===== src/rtl/ctrl_pkg.sv =====
// Shared encodings for the RV32I multi-cycle control unit: FSM states, opcodes
// and the select/operation codes seen by the datapath and the immediate extender.
package ctrl_pkg;

  typedef enum logic [3:0] {
    S_FETCH,
    S_DECODE,
    S_MEMADR,
    S_MEMREAD,
    S_MEMWB,
    S_MEMWRITE,
    S_EXECUTER,
    S_EXECUTEI,
    S_ALUWB,
    S_BRANCH,
    S_TRAP
  } state_t;

  localparam logic [6:0] OP_LW     = 7'b0000011;
  localparam logic [6:0] OP_SW     = 7'b0100011;
  localparam logic [6:0] OP_R      = 7'b0110011;
  localparam logic [6:0] OP_I      = 7'b0010011;
  localparam logic [6:0] OP_BRANCH = 7'b1100011;

  localparam logic [1:0] RESULT_ALUOUT = 2'b00;
  localparam logic [1:0] RESULT_DATA   = 2'b01;
  localparam logic [1:0] RESULT_ALURES = 2'b10;

  localparam logic [1:0] SRCA_PC    = 2'b00;
  localparam logic [1:0] SRCA_OLDPC = 2'b01;
  localparam logic [1:0] SRCA_RD1   = 2'b10;

  localparam logic [1:0] SRCB_RD2  = 2'b00;
  localparam logic [1:0] SRCB_IMM  = 2'b01;
  localparam logic [1:0] SRCB_FOUR = 2'b10;

  localparam logic [1:0] IMM_I    = 2'b00;
  localparam logic [1:0] IMM_S    = 2'b01;
  localparam logic [1:0] IMM_B    = 2'b10;
  localparam logic [1:0] IMM_RSVD = 2'b11;

  localparam logic [2:0] ALU_ADD = 3'b000;
  localparam logic [2:0] ALU_SUB = 3'b001;
  localparam logic [2:0] ALU_AND = 3'b010;
  localparam logic [2:0] ALU_OR  = 3'b011;
  localparam logic [2:0] ALU_SLT = 3'b101;

  typedef enum logic [1:0] {
    ALUOP_ADD,
    ALUOP_SUB,
    ALUOP_FUNCT
  } aluop_t;

  // Extender format depends only on the opcode, never on the FSM state.
  function automatic logic [1:0] imm_src_of(input logic [6:0] op);
    case (op)
      OP_SW:     return IMM_S;
      OP_BRANCH: return IMM_B;
      default:   return IMM_I;
    endcase
  endfunction

endpackage


===== src/rtl/alu_decoder.sv =====
// Combinational ALU operation decoder: maps the FSM's aluOp request plus the
// instruction's funct fields to an ALU control code and flags illegal funct3.
module alu_decoder
  import ctrl_pkg::*;
(
  input  aluop_t     alu_op,
  input  logic [2:0] funct3,
  input  logic       funct7b5,
  input  logic       op5,
  output logic [2:0] alu_control,
  output logic       illegal
);

  always_comb begin
    alu_control = ALU_ADD;
    illegal     = 1'b0;
    case (alu_op)
      ALUOP_ADD: alu_control = ALU_ADD;
      ALUOP_SUB: alu_control = ALU_SUB;
      ALUOP_FUNCT: begin
        case (funct3)
          // op5 separates R-type from I-ALU; addi never subtracts.
          3'b000:  alu_control = (op5 && funct7b5) ? ALU_SUB : ALU_ADD;
          3'b010:  alu_control = ALU_SLT;
          3'b110:  alu_control = ALU_OR;
          3'b111:  alu_control = ALU_AND;
          default: illegal = 1'b1;
        endcase
      end
      default: alu_control = ALU_ADD;
    endcase
  end

endmodule


===== src/rtl/multicycle_ctrl.sv =====
// Multi-cycle RV32I control FSM: sequences fetch/decode/execute/memory/writeback,
// decodes all datapath selects, counts retired instructions and traps on bad encodings.
module multicycle_ctrl
  import ctrl_pkg::*;
#(
  parameter int CNT_WIDTH = 32
) (
  input  logic                 clk,
  input  logic                 rst,
  input  logic [6:0]           op,
  input  logic [2:0]           funct3,
  input  logic                 funct7b5,
  input  logic                 zero,
  input  logic                 memReady,
  output logic                 pcWrite,
  output logic                 adrSrc,
  output logic                 memWrite,
  output logic                 irWrite,
  output logic [1:0]           resultSrc,
  output logic [1:0]           aluSrcA,
  output logic [1:0]           aluSrcB,
  output logic [2:0]           aluControl,
  output logic                 regWrite,
  output logic [1:0]           immSrc,
  output logic                 trap,
  output logic [CNT_WIDTH-1:0] instret,
  output state_t               dbg_state
);

  // Handshake: memReady high in FETCH, MEMREAD or MEMWRITE means the memory
  // completed this cycle's access; the FSM advances on that same rising edge.

  state_t state;
  aluop_t alu_op;
  logic   alu_illegal;
  logic   pc_write_raw;
  logic   ir_write_raw;
  logic   reg_write_raw;
  logic   mem_write_raw;

  alu_decoder u_alu_decoder (
    .alu_op      (alu_op),
    .funct3      (funct3),
    .funct7b5    (funct7b5),
    .op5         (op[5]),
    .alu_control (aluControl),
    .illegal     (alu_illegal)
  );

  always_ff @(posedge clk) begin
    if (rst) begin
      state   <= S_FETCH;
      instret <= '0;
    end else begin
      case (state)
        S_FETCH:
          if (memReady) state <= S_DECODE;
        S_DECODE: begin
          case (op)
            OP_LW, OP_SW: state <= S_MEMADR;
            OP_R:         state <= S_EXECUTER;
            OP_I:         state <= S_EXECUTEI;
            OP_BRANCH:    state <= (funct3 == 3'b000 || funct3 == 3'b001) ? S_BRANCH : S_TRAP;
            default:      state <= S_TRAP;
          endcase
        end
        S_MEMADR:
          state <= (op == OP_SW) ? S_MEMWRITE : S_MEMREAD;
        S_MEMREAD:
          if (memReady) state <= S_MEMWB;
        S_MEMWRITE:
          if (memReady) begin
            state   <= S_FETCH;
            instret <= instret + CNT_WIDTH'(1);
          end
        S_EXECUTER, S_EXECUTEI:
          state <= alu_illegal ? S_TRAP : S_ALUWB;
        S_MEMWB, S_ALUWB, S_BRANCH: begin
          state   <= S_FETCH;
          instret <= instret + CNT_WIDTH'(1);
        end
        S_TRAP:
          state <= S_TRAP;
        default:
          state <= S_TRAP;
      endcase
    end
  end

  always_comb begin
    pc_write_raw  = 1'b0;
    ir_write_raw  = 1'b0;
    reg_write_raw = 1'b0;
    mem_write_raw = 1'b0;
    adrSrc        = 1'b0;
    resultSrc     = RESULT_ALUOUT;
    aluSrcA       = SRCA_PC;
    aluSrcB       = SRCB_RD2;
    alu_op        = ALUOP_ADD;
    case (state)
      S_FETCH: begin
        aluSrcB      = SRCB_FOUR;
        resultSrc    = RESULT_ALURES;
        ir_write_raw = memReady;
        pc_write_raw = memReady;
      end
      S_DECODE: begin
        aluSrcA = SRCA_OLDPC;
        aluSrcB = SRCB_IMM;
      end
      S_MEMADR: begin
        aluSrcA = SRCA_RD1;
        aluSrcB = SRCB_IMM;
      end
      S_MEMREAD:
        adrSrc = 1'b1;
      S_MEMWB: begin
        resultSrc     = RESULT_DATA;
        reg_write_raw = 1'b1;
      end
      S_MEMWRITE: begin
        adrSrc        = 1'b1;
        mem_write_raw = 1'b1;
      end
      S_EXECUTER: begin
        aluSrcA = SRCA_RD1;
        alu_op  = ALUOP_FUNCT;
      end
      S_EXECUTEI: begin
        aluSrcA = SRCA_RD1;
        aluSrcB = SRCB_IMM;
        alu_op  = ALUOP_FUNCT;
      end
      S_ALUWB:
        reg_write_raw = 1'b1;
      S_BRANCH: begin
        aluSrcA      = SRCA_RD1;
        alu_op       = ALUOP_SUB;
        pc_write_raw = funct3[0] ? ~zero : zero;
      end
      default: ;
    endcase
  end

  // Reset overrides every write enable so an abandoned instruction leaves no trace.
  assign pcWrite   = pc_write_raw & ~rst;
  assign irWrite   = ir_write_raw & ~rst;
  assign regWrite  = reg_write_raw & ~rst;
  assign memWrite  = mem_write_raw & ~rst;
  assign immSrc    = imm_src_of(op);
  assign trap      = (state == S_TRAP);
  assign dbg_state = state;

endmodule


===== config.mk =====
export PLATFORM = sky130hd
export DESIGN_NAME = multicycle_ctrl
export DESIGN_NICKNAME = d
export VERILOG_FILES = /design/src/rtl/ctrl_pkg.sv /design/src/rtl/alu_decoder.sv /design/src/rtl/multicycle_ctrl.sv
export SDC_FILE = /design/constraint.sdc
export NUM_CORES = 1
export LEC_CHECK = 0
export BUFFER_PORTS_ARGS = -buffer_cell sky130_fd_sc_hd__buf_2
export CAP_MARGIN = 0
export CORE_UTILIZATION = 35
export DETAILED_ROUTE_END_ITERATION = 8
export SYNTH_ARGS = -nofsm -noshare
export SYNTH_HDL_FRONTEND = slang
export SYNTH_SLANG_ARGS = --single-unit

===== constraint.sdc =====
create_clock -name clk -period 2.61 [get_ports clk]
set_clock_uncertainty 0.2 [all_clocks]
set_input_delay 0.1305 -clock clk [delete_from_list [all_inputs] [get_ports clk]]
set_output_delay 0.1305 -clock clk [all_outputs]
set_load 0.1 [all_outputs]

==> results.py <==
metrics = {
    "worst_setup_path": {
        "r2r_start": "dbg_state[2]",
        "critPathTopFamily": "simple AND/OR/NAND/NOR gates",
        "r2r_cells": 6,
        "critical_path_class": "flop to output pin",
        "regToRegSetupSlack_ns": 0.47,
        "cp-start-kind": "flop",
        "crit_cells": 7,
        "r2r-end": "instret[11]",
        "cp_slowest_cell": "dfxtp_4",
        "crit_path_end_kind": "output pin",
        "path_cells": "nand2b_2 > nor2_2 > inv_1 > ha_1 > nand2_1 > nor3_4 > buf_2",
        "path_buf_inv": 2,
        "slowest_delay_ns": 0.47,
        "cp.required_ns": 2.28,
        "arrival_ns": 2.08,
        "cp_max_fo": 12,
    },
    "floorplanning": {
        "initial_core_util_pct": 36.3,
        "fp-row-count": 28,
        "die_area_um2": 6420,
        "die_w_um": 80.1,
        "core-area_um2": 5890,
        "ioPinCount": 68,
        "die_h_um": 80.1,
    },
    "final_layout": {
        "antenna_cells": 0,
        "layout.nets": 361,
        "finish.utilization_pct": 48.4,
        "drive_gt1_share_pct": 37.2,
        "syn_to_final_growth_pct": 33.5,
    },
    "logic_synthesis": {
        "syn-num-nets": 292,
        "netlist_top_cells_area": "dfxtp_1 (34%), nor2_1 (8.1%), xor2_1 (7.4%)",
        "synth.distinct_cells": 43,
        "seq_area_frac_synth_pct": 33.8,
        "post-synth-top-count-cell": "nor2_1",
        "synth_top_area_cell": "dfxtp_1",
        "ys_seq_elements": 36,
        "avgSynthCellArea_um2": 7.79,
        "synth-async-reset-ratio_pct": 0,
        "syn_area_um2": 2130,
        "synth-main-ff-cell": "dfxtp_1",
        "synth-edff-count": 0,
        "netlist_instances": 274,
        "synth_common_cells": "nor2_1 (46), dfxtp_1 (36), nand2_1 (23)",
        "synth_top_area_share_pct": 33.8,
        "ys_warn_count": 0,
    },
    "global_routing": {
        "antenna_found_initial": 0,
        "grt_overflow": 0,
        "grt_pass1_vias": 1949,
        "grt_max_degree": 42,
        "grt_pass1_wl_um": 9230,
        "grt_usage_pct": 18.4,
    },
    "hold_path": {
        "holdCritPathClass": "input port to flop",
        "holdPathStages": 4,
        "min_from": "op[6]",
        "holdPathEnd": "dbg_state[3]",
    },
    "power_and_ir_drop": {
        "p_per_area_nw_per_um2": 597,
        "p_leak_nw": 1.12,
        "irDropWorstVdd_v": 0.000345,
    },
    "timing": {
        "hold_viol": 0,
        "final_max_slew_viol_count": 0,
        "fin_crit_ns": 2.41,
        "period_share_pct": 92.5,
        "rsz0062_at_grt": "false",
        "whs_ns": 0.0271,
        "fmax_mhz": 414,
        "tns_ns": 0,
        "tightest_slew_ns": 0.838,
        "slew_headroom_pct": 44.2,
        "setup_viol": 0,
    },
    "route": {
        "finalWirelength_um": 5540,
        "drt_iter0_drc": 90,
        "routed.top_layer": "met4",
        "ant_nets": 0,
        "viasPerCell": 5.13,
        "wl_per_cell_um": 13.2,
        "drc_errors": 0,
        "wl_met3_um": 235,
        "dr_wl_met2_um": 2490,
        "via_count": 2150,
        "drt_pass1_iterations": 4,
        "drt-met1-wl_um": 2760,
    },
    "clock_network": {
        "clkLatencyLatePin_ns": 0.29,
        "h-tree-depth": 2,
        "cts.clk_slew.worst_paths_ns": 0.07,
        "clock_path_buffers": 2,
        "cts.sink_count": 36,
        "cts_made_buffers": 5,
        "cts_tree": "done",
        "clockRootBuffer": "clkbuf_8",
    },
    "placement": {
        "hpwl_um": 4000,
        "gp_congestion": 0.847,
        "io_buffers": 67,
    },
    "flow_run": {
        "max-cap-violations": 0,
    },
    "status": {
        "status": "finished, final reports clean",
    },
}
-- worst max-delay path by stage --
stage                            start            end
after floorplan           dbg_state[1]        pcWrite
after global placement    dbg_state[1]  aluControl[0]
after detailed placement  dbg_state[1]  aluControl[0]
after CTS                 dbg_state[1]  aluControl[1]
after global routing      dbg_state[1]  aluControl[0]
final                     dbg_state[1]  aluControl[2]
-- stage by stage --
stage	instances	area, um^2	power, mW	setup slack [ns]
floorplan	274	2320	1.20	-0.273
global placement	409	2740	1.30	0.370
detailed placement	409	2740	1.30	0.335
CTS	418	2840	1.71	0.0623
global route	419	2850	1.79	0.0493
finish	419	2850	1.70	0.197
-- worst min-delay path, stage by stage --
cell and delay, ns:
buf_2 0.11, o21ai_0 0.08, nand2_1 0.07, o21a_1 0.09
-- cell families after synthesis --
| group | after synthesis | synth area share [%] |
|---|---|---|
| AO/OA/AOI/OAI | 34 | 10.7 |
| XOR/XNOR | 29 | 11.9 |
| adder cells (fa/ha/maj) | 3 | 1.76 |
| buffers and inverters | 24 | 4.22 |
| flip-flops | 36 | 33.8 |
| AND/OR/NAND/NOR | 148 | 37.7 |
-- layout make-up --
class	instances	area (um^2)
Timing Repair Buffer	76	410
Inverter	10	37.5
Fill cell	589	3040
Clock buffer	8	90.1
Tap cell	75	93.8
Sequential cell	36	757
Multi-Input combinational cell	214	1460
-- flip-flops by register name, summed over array words and instances, names as in the netlist --
name       cells
dbg_state      4
instret       32
-- layout by cell type (no fill, tap or decap), types with 4 or more instances in the layout --
cell type / instances
o21ai_0: 6
nor2_1: 41
dfxtp_2: 17
nand2b_1: 7
nor4_1: 6
clkbuf_8: 6
a21oi_1: 11
buf_2: 65
nand3_1: 8
dfxtp_4: 4
nor3_4: 4
nand4b_1: 5
dfxtp_1: 15
nor3_1: 7
inv_1: 10
nand4_1: 14
buf_4: 9
xor2_1: 18
xnor2_1: 11
nand2_1: 22
-- power breakdown --
group	switching, mW	total (mW)	internal (mW)
clock	0.193	0.409	0.215
combinational	0.515	0.665	0.150
sequential	0.0586	0.627	0.568
-- timing repair --
action | CTS | global route
gates cloned | 0 | 0
endpoints found under the setup margin | 1 | 3
gates resized for setup | 1 | 2
hold buffers | 1 | 0
buffers inserted | 0 | 1
endpoints found under the hold margin | 1 | 0
-- layer usage --
metal | up-vias | track usage (%)
li1 | 1105 | -
met1 | 988 | 25.2
met4 | 0 | 6.25
met5 | - | 0
met2 | 50 | 28.5
met3 | 7 | 4.09
No activity file was read; power rests on OpenSTA's default activity.
